File: src/rtl/rgbyuv_pkg.sv
// Shared types for the RGB->YUV converter scheduler.
// Skin-window bounds are used only with RGBYUV_SCHED_SKIN_EN.
package rgbyuv_pkg;

  typedef enum logic [1:0] {
    RUN   = 2'd0,
    DRAIN = 2'd1,
    DONE  = 2'd2
  } state_e;

  typedef enum logic {
    SRC_A = 1'b0,
    SRC_B = 1'b1
  } src_e;

  typedef struct packed {
    logic valid;
    src_e src;
  } tag_t;

  localparam logic [7:0] SKIN_U_LO = 8'd73;
  localparam logic [7:0] SKIN_U_HI = 8'd122;
  localparam logic [7:0] SKIN_V_LO = 8'd132;
  localparam logic [7:0] SKIN_V_HI = 8'd173;

  function automatic logic is_skin(
    input logic [7:0] u,
    input logic [7:0] v
  );
    return (u >= SKIN_U_LO) && (u <= SKIN_U_HI) &&
           (v >= SKIN_V_LO) && (v <= SKIN_V_HI);
  endfunction

endpackage

File: src/rtl/rgbyuv_sched_if.sv
// Source handshake and result bus of rgbyuv_sched.
// Skin flags exist only with RGBYUV_SCHED_SKIN_EN.
interface rgbyuv_sched_if;
  logic        a_valid;
  logic        b_valid;
  logic [53:0] a_rgb;
  logic [53:0] b_rgb;
  logic        a_ready;
  logic        b_ready;
  logic        ya_valid;
  logic        yb_valid;
  logic [23:0] ya_yuv;
  logic [23:0] yb_yuv;
`ifdef RGBYUV_SCHED_SKIN_EN
  logic        ya_skin;
  logic        yb_skin;
`endif

  modport master (
    output a_valid, b_valid, a_rgb, b_rgb,
    input  a_ready, b_ready,
    input  ya_valid, yb_valid, ya_yuv, yb_yuv
`ifdef RGBYUV_SCHED_SKIN_EN
    ,
    input  ya_skin, yb_skin
`endif
  );

  modport slave (
    input  a_valid, b_valid, a_rgb, b_rgb,
    output a_ready, b_ready,
    output ya_valid, yb_valid, ya_yuv, yb_yuv
`ifdef RGBYUV_SCHED_SKIN_EN
    ,
    output ya_skin, yb_skin
`endif
  );
endinterface

File: src/rtl/rr_arb2.sv
// Two-way round-robin grant; pointer moves only on a transfer.
// Readies are combinational from valids and the pointer.
module rr_arb2
  import rgbyuv_pkg::*;
(
  input  logic clk,
  input  logic rst_n,
  input  logic en,
  input  logic a_valid,
  input  logic b_valid,
  output logic a_ready,
  output logic b_ready
);

  src_e ptr_q;

  assign a_ready = en & a_valid &
                   (~b_valid | (ptr_q == SRC_A));
  assign b_ready = en & b_valid &
                   (~a_valid | (ptr_q == SRC_B));

  always_ff @(posedge clk or negedge rst_n) begin
    if (!rst_n)
      ptr_q <= SRC_A;
    else if (a_ready)
      ptr_q <= SRC_B;
    else if (b_ready)
      ptr_q <= SRC_A;
  end

endmodule

File: src/rtl/rgbyuv_sched.sv
// Schedules two RGB sources onto one shared YUV converter.
// Define RGBYUV_SCHED_SKIN_EN for skin flags and skin counters.
module rgbyuv_sched
  import rgbyuv_pkg::*;
#(
  parameter int LAT = 4,
  parameter int CW  = 16
) (
  input  logic          clk,
  input  logic          rst_n,
  rgbyuv_sched_if.slave s,
  output logic [17:0]   cv_red,
  output logic [17:0]   cv_grn,
  output logic [17:0]   cv_blu,
  input  logic [7:0]    cv_y,
  input  logic [7:0]    cv_u,
  input  logic [7:0]    cv_v,
  input  logic          flush,
  output logic          flush_done,
  output logic [CW-1:0] cnt_a,
  output logic [CW-1:0] cnt_b,
  output logic          busy
`ifdef RGBYUV_SCHED_SKIN_EN
  ,
  output logic [CW-1:0] skin_a,
  output logic [CW-1:0] skin_b
`endif
);

  state_e st_q, st_d;
  tag_t   tag_q [0:LAT];
  tag_t   tag_o;
  logic   en, xfer, head_busy;

  assign en = rst_n & (st_q == RUN) & ~flush;

  rr_arb2 u_arb (
    .clk     (clk),
    .rst_n   (rst_n),
    .en      (en),
    .a_valid (s.a_valid),
    .b_valid (s.b_valid),
    .a_ready (s.a_ready),
    .b_ready (s.b_ready)
  );

  assign xfer = s.a_ready | s.b_ready;

  always_ff @(posedge clk or negedge rst_n) begin
    if (!rst_n)
      {cv_red, cv_grn, cv_blu} <= '0;
    else if (s.b_ready)
      {cv_red, cv_grn, cv_blu} <= s.b_rgb;
    else if (s.a_ready)
      {cv_red, cv_grn, cv_blu} <= s.a_rgb;
  end

  // stage 0 rides with cv_*; stage LAT lines up with the converter result
  always_ff @(posedge clk or negedge rst_n) begin
    if (!rst_n) begin
      for (int i = 0; i <= LAT; i++)
        tag_q[i] <= '{valid: 1'b0, src: SRC_A};
    end else begin
      tag_q[0] <= '{valid: xfer,
                    src: s.b_ready ? SRC_B : SRC_A};
      for (int i = 1; i <= LAT; i++)
        tag_q[i] <= tag_q[i-1];
    end
  end

  always_comb begin
    head_busy = 1'b0;
    for (int i = 0; i < LAT; i++)
      head_busy = head_busy | tag_q[i].valid;
  end

  assign tag_o      = tag_q[LAT];
  assign busy       = head_busy | tag_o.valid;
  assign s.ya_valid = tag_o.valid & (tag_o.src == SRC_A);
  assign s.yb_valid = tag_o.valid & (tag_o.src == SRC_B);
  assign s.ya_yuv   = {cv_y, cv_u, cv_v};
  assign s.yb_yuv   = {cv_y, cv_u, cv_v};

  always_ff @(posedge clk or negedge rst_n) begin
    if (!rst_n)
      st_q <= RUN;
    else
      st_q <= st_d;
  end

  // leave DRAIN as the last result is on the output
  always_comb begin
    st_d = st_q;
    unique case (st_q)
      RUN:     if (flush)      st_d = DRAIN;
      DRAIN:   if (!head_busy) st_d = DONE;
      DONE:    if (!flush)     st_d = RUN;
      default:                 st_d = RUN;
    endcase
  end

  assign flush_done = (st_q == DONE);

  always_ff @(posedge clk or negedge rst_n) begin
    if (!rst_n) begin
      cnt_a <= '0;
      cnt_b <= '0;
    end else begin
      if (s.ya_valid) cnt_a <= cnt_a + CW'(1);
      if (s.yb_valid) cnt_b <= cnt_b + CW'(1);
    end
  end

`ifdef RGBYUV_SCHED_SKIN_EN
  logic skin_hit;

  assign skin_hit  = is_skin(cv_u, cv_v);
  assign s.ya_skin = s.ya_valid & skin_hit;
  assign s.yb_skin = s.yb_valid & skin_hit;

  always_ff @(posedge clk or negedge rst_n) begin
    if (!rst_n) begin
      skin_a <= '0;
      skin_b <= '0;
    end else begin
      if (s.ya_skin) skin_a <= skin_a + CW'(1);
      if (s.yb_skin) skin_b <= skin_b + CW'(1);
    end
  end
`endif

endmodule

File: src/flat_wrapper.sv
// flat-port wrapper written by rule: the top's interface ports become plain ports
module rgbyuv_sched_flat import rgbyuv_pkg::*;
#(
  parameter int LAT = 4,
  parameter int CW  = 16
)
  (clk, rst_n, cv_red, cv_grn, cv_blu, cv_y, cv_u, cv_v, flush, flush_done, cnt_a, cnt_b, busy, s_a_valid, s_b_valid, s_a_rgb, s_b_rgb, s_a_ready, s_b_ready, s_ya_valid, s_yb_valid, s_ya_yuv, s_yb_yuv);
  rgbyuv_sched_if s_i ();
  input  logic clk;
  input  logic rst_n;
  output logic [17:0] cv_red;
  output logic [17:0] cv_grn;
  output logic [17:0] cv_blu;
  input  logic [7:0] cv_y;
  input  logic [7:0] cv_u;
  input  logic [7:0] cv_v;
  input  logic flush;
  output logic flush_done;
  output logic [CW-1:0] cnt_a;
  output logic [CW-1:0] cnt_b;
  output logic busy;
  input wire logic [$bits(s_i.a_valid)-1:0] s_a_valid;
  input wire logic [$bits(s_i.b_valid)-1:0] s_b_valid;
  input wire logic [$bits(s_i.a_rgb)-1:0] s_a_rgb;
  input wire logic [$bits(s_i.b_rgb)-1:0] s_b_rgb;
  output wire logic [$bits(s_i.a_ready)-1:0] s_a_ready;
  output wire logic [$bits(s_i.b_ready)-1:0] s_b_ready;
  output wire logic [$bits(s_i.ya_valid)-1:0] s_ya_valid;
  output wire logic [$bits(s_i.yb_valid)-1:0] s_yb_valid;
  output wire logic [$bits(s_i.ya_yuv)-1:0] s_ya_yuv;
  output wire logic [$bits(s_i.yb_yuv)-1:0] s_yb_yuv;
  assign s_i.a_valid = s_a_valid;
  assign s_i.b_valid = s_b_valid;
  assign s_i.a_rgb = s_a_rgb;
  assign s_i.b_rgb = s_b_rgb;
  assign s_a_ready = s_i.a_ready;
  assign s_b_ready = s_i.b_ready;
  assign s_ya_valid = s_i.ya_valid;
  assign s_yb_valid = s_i.yb_valid;
  assign s_ya_yuv = s_i.ya_yuv;
  assign s_yb_yuv = s_i.yb_yuv;
  rgbyuv_sched #(.LAT(LAT), .CW(CW)) u_core (.clk(clk), .rst_n(rst_n), .s(s_i), .cv_red(cv_red), .cv_grn(cv_grn), .cv_blu(cv_blu), .cv_y(cv_y), .cv_u(cv_u), .cv_v(cv_v), .flush(flush), .flush_done(flush_done), .cnt_a(cnt_a), .cnt_b(cnt_b), .busy(busy));
endmodule
File: config.mk
export PLATFORM = sky130hd
export DESIGN_NAME = rgbyuv_sched_flat
export DESIGN_NICKNAME = d
export VERILOG_FILES = /design/src/rtl/rgbyuv_pkg.sv /design/src/rtl/rgbyuv_sched_if.sv /design/src/rtl/rr_arb2.sv /design/src/rtl/rgbyuv_sched.sv /design/src/flat_wrapper.sv
export SDC_FILE = /design/constraint.sdc
export NUM_CORES = 1
export LEC_CHECK = 0
export CELL_PAD_IN_SITES_DETAIL_PLACEMENT = 1
export CELL_PAD_IN_SITES_GLOBAL_PLACEMENT = 2
export CORE_MARGIN = 3
export CORE_UTILIZATION = 35
export DETAILED_ROUTE_END_ITERATION = 10
export DONT_BUFFER_PORTS = 1
export PLACE_DENSITY_LB_ADDON = 0.1
export SYNTH_ARGS = -nofsm -noshare
export SYNTH_HDL_FRONTEND = slang
export SYNTH_HIERARCHICAL = 1
export SYNTH_SLANG_ARGS = --single-unit
File: constraint.sdc
create_clock -name clk -period 2.55 [get_ports clk]
set_clock_uncertainty 0.1 [all_clocks]
set_input_delay 0.3825 -clock clk [delete_from_list [all_inputs] [get_ports clk]]
set_output_delay 0.3825 -clock clk [all_outputs]
set_load 0.02 [all_outputs]
==> summary by stage <==
Status
The flow ran to the end, but the final reports show violations. The checks that failed: negative hold slack.

Setup path
The signal on the critical path passes through nor4b_2 > nand2_1 > a21oi_4 > buf_12. The required time at the worst-slack endpoint is around 2100 ps. The capturing point of the worst reg2reg path is u_core/cv_red[6]$_DFFE_PN0P_. The number of buffers and inverters on the critical path is 1. The setup check on the worst reg-to-reg path leaves a slack of 510 ps.

The worst reg2reg path depth is 6. The kind of cell with the highest combined delay along the critical path is simple AND/OR/NAND/NOR gates. In this run the critical register-to-register path is launched from u_core/st_q[0]$_DFFE_PN0P_. Of all nets on the critical path, the largest fanout is 31.

Data on the critical path arrives at its endpoint at 1830 ps. The kind of critical path is reg -> out. The largest individual stage delay along the critical path comes from the cell sky130_fd_sc_hd__dfrtp_1. The type of element launching the critical path is a flip-flop. The critical path endpoint category is an output port. The delay of the slowest critical-path stage is 430 ps.

Global route
The overflow left after global routing is 0. The number of antenna violations at the first check in global routing was 0. Entering global routing, the biggest net connects between 100 and 150 pins. The first-pass GRT wire length is about 17 mm.

The via count of the first global-routing pass is 3160. The global-route total usage across every layer is 0.151.

CTS
The clock root buffer is sky130_fd_sc_hd__clkbuf_16. The clock input transition at the sequential cells of the worst setup and hold paths is 70 ps. The clock network latency to the later pin of the worst-skew pair is 340 ps. No sink is reached through more buffers than the 2 on the longest clock path. CTS built an H-tree with a depth of 3. The clock sink total is 99. The number of buffers added for setup after CTS is 0. The number of CTS-inserted buffers is 9. TritonCTS built the clock tree.

STA
Setup repair after global routing left no endpoint under its margin. The hold violation total from the final report was 99. After routing, the total negative slack on setup checks comes to 0 ps. Headroom to the max-slew limit came out at 0.650. The worst path meets setup with approximately 230 ps of slack. The upper clock frequency limit is around 430 MHz. The clock period could shrink to about 2300 ps. The setup-violating endpoint count in the final report is 0. The post-route fraction of the period consumed by the critical path is 0.908. The number of max-slew violations in the final report is 0.

The slew at the pin with the worst max-slew slack is 520 ps. Final hold analysis gives a worst-case slack of -377 ps.

Route
The count of nets left with antenna violations once routing finished came out at 0. The final layout contains routed wiring with a total length of 10.9 mm. The overall via count from detail_route is 2864. The routed via count divided by cell count is 5.12.

The number of DRC violations after detailed-routing iteration 0 is 131. The average wire length per cell after detail routing is 19.6 µm. Before antenna repair, the detailed router went through 4 iterations. For this run, design rule violations remaining after detail routing come to 0.

Floorplan
The area of the die is around 15000 µm². The die boundary width is 121 µm. After floorplanning, the core was divided into 41 placement rows. The starting density of the core is 0.362. The die is 121 µm tall. The region available for standard cell placement spans 12800 µm². For this design the top-level I/O count stands at 277.

Cells and area
0 antenna diodes ended up in the layout. After the last flow step, the layout net total stands at 521. The post-route cell area is 4820 µm². Measured on the finished design, the core utilization comes to 0.377.

In the final layout, the share of cells above drive strength 1 is 0.0853. Counting the fill cells in the layout gives between 1k and 1.5k. The synthesis-to-finish area growth is 4.06%. The commonest non-fill, non-tap cell in the layout is sky130_fd_sc_hd__dfrtp_1. In the layout the commonest cells are sky130_fd_sc_hd__dfrtp_1 (99), sky130_fd_sc_hd__nand2_1 (71), sky130_fd_sc_hd__o21ai_0 (55).

Min path
The path class of the lowest-slack min-delay path is in -> async.

Yosys
The share of Yosys cell area claimed by the top area cell type is 0.535. Yosys mapped the design onto 33 distinct sky130hd cell types. The synthesized design contains 0 enable-type register cells.

Averaged over all synthesized cells, the footprint is 10.7 µm². The most frequently used flop master after synthesis is sky130_fd_sc_hd__dfrtp_1. The number of instances in the synthesized netlist is 433. The number of synthesized register bits is 99. Summed over all instances, the cell type with the most area after synthesis is sky130_fd_sc_hd__dfrtp_1. The net count after synthesis is around 570.

The cell area that synthesis handed to floorplanning was 4630 µm². The share of the yosys chip area belonging to registers is 0.535. Ranked by total cell area, the synthesized netlist is headed by sky130_fd_sc_hd__dfrtp_1 (54%), sky130_fd_sc_hd__mux2i_1 (12%), sky130_fd_sc_hd__buf_4 (7.8%), sky130_fd_sc_hd__o21ai_0 (5.9%), sky130_fd_sc_hd__nand2_1 (5.8%).

The number of warnings reported in the yosys synthesis log is 6. The share of async-settable or async-resettable flops after synthesis is 1.00.

Flow run
Max-cap violations in this run came to 0.

Placement
The half-perimeter wire length after placement is 7.88 mm. The final weighted congestion of routability-driven global placement is just under 0.7. The count of buffers from port buffering is 0. Once placement finished, the instance area stood at 4500 µm². The worst setup timing slack at the placement stage is 331 ps.

Power
The peak ir drop on the vdd network is roughly 410 µV. The power density over cell area is 1070 nW/µm². The standby leakage power is 1.93 nW.
## per-layer routing
layer | routed length, µm | global-route usage | up-vias
met5 | 0 | 0 | -
met4 | 197 | 0.0701 | 0
met3 | 1260 | 0.0755 | 16
met2 | 5250 | 0.232 | 139
met1 | 4240 | 0.176 | 1409
li1 | - | - | 1300
## power by group
group	total (mW)	switching (mW)	internal, mW
combinational	0.710	0.379	0.331
clock	1.41	0.636	0.779
sequential	3.03	0.982	2.05
## Yosys cell counts, types with 2 or more instances
cell	n
sky130_fd_sc_hd__dfrtp_1	99
sky130_fd_sc_hd__nand2_1	71
sky130_fd_sc_hd__o21ai_0	55
sky130_fd_sc_hd__mux2i_1	54
sky130_fd_sc_hd__buf_4	48
sky130_fd_sc_hd__xnor2_1	22
sky130_fd_sc_hd__nand4_1	9
sky130_fd_sc_hd__clkbuf_1	8
sky130_fd_sc_hd__nor2_1	8
sky130_fd_sc_hd__xor2_1	8
sky130_fd_sc_hd__buf_2	7
sky130_fd_sc_hd__inv_1	5
sky130_fd_sc_hd__and3_1	4
sky130_fd_sc_hd__buf_1	4
sky130_fd_sc_hd__nand3_1	4
sky130_fd_sc_hd__nor2b_1	3
sky130_fd_sc_hd__a21oi_1	2
sky130_fd_sc_hd__and2_1	2
sky130_fd_sc_hd__ha_1	2
sky130_fd_sc_hd__mux2_2	2
sky130_fd_sc_hd__nand2b_1	2
sky130_fd_sc_hd__nor3_1	2
sky130_fd_sc_hd__or2_2	2
## cells by family (layout without fill, tap and decap cells)
group | after synthesis | count (layout) | synth area share
mux | 56 | 56 | 0.122
buf+inv | 72 | 26 | 0.0992
flops | 99 | 99 | 0.535
compound gates | 59 | 59 | 0.0652
simple gates | 115 | 115 | 0.117
xor+xnor | 30 | 30 | 0.0568
fa+ha+maj | 2 | 2 | 0.00541
## timing repair
action	4_1_cts	5_1_grt
resized for setup	0	1
setup endpoints to repair	0	1
hold endpoints to repair	99	99
## stage by stage
step / std cells / total power [mW]
final: 559 / 5.15
after global routing: 559 / 5.49
after CTS: 559 / 5.25
after detailed placement: 543 / 3.79
after global placement: 543 / 3.74
after floorplan: 433 / 3.58
## worst max-delay path by stage
stage,startpoint,endpoint,cells past startpoint
floorplan,u_core/st_q[0]$_DFFE_PN0P_,u_core/cv_blu[1]$_DFFE_PN0P_,8
global placement,u_core/st_q[0]$_DFFE_PN0P_,u_core/cv_grn[15]$_DFFE_PN0P_,6
detailed placement,u_core/st_q[0]$_DFFE_PN0P_,u_core/cv_blu[6]$_DFFE_PN0P_,6
CTS,u_core/st_q[0]$_DFFE_PN0P_,s_a_ready,4
global route,u_core/st_q[1]$_DFFE_PN0P_,s_a_ready,4
finish,u_core/st_q[0]$_DFFE_PN0P_,s_a_ready,4
## registers in the layout, summed over array words and instances (netlist names)
| signal | count |
|---|---|
| u_core/st_q | 2 |
| u_core/cnt_b | 16 |
| u_core/cv_blu | 18 |
| u_core/u_arb/ptr_q | 1 |
| u_core/cv_grn | 18 |
| u_core/tag_o | 2 |
| u_core/cnt_a | 16 |
| u_core/cv_red | 18 |
| u_core/tag_q | 8 |
## area by class of cell
type                            count  area, µm²  share of cell area
Multi-Input combinational cell    262       1720               0.357
Clock buffer                        9        225              0.0468
Timing Repair Buffer                5       75.1              0.0156
Inverter                            5       18.8             0.00390
Sequential cell                    99       2480               0.514
Tap cell                          172        215              0.0447
Clock inverter                      7       83.8              0.0174
Note: power is estimated with default switching activity, not from simulation.
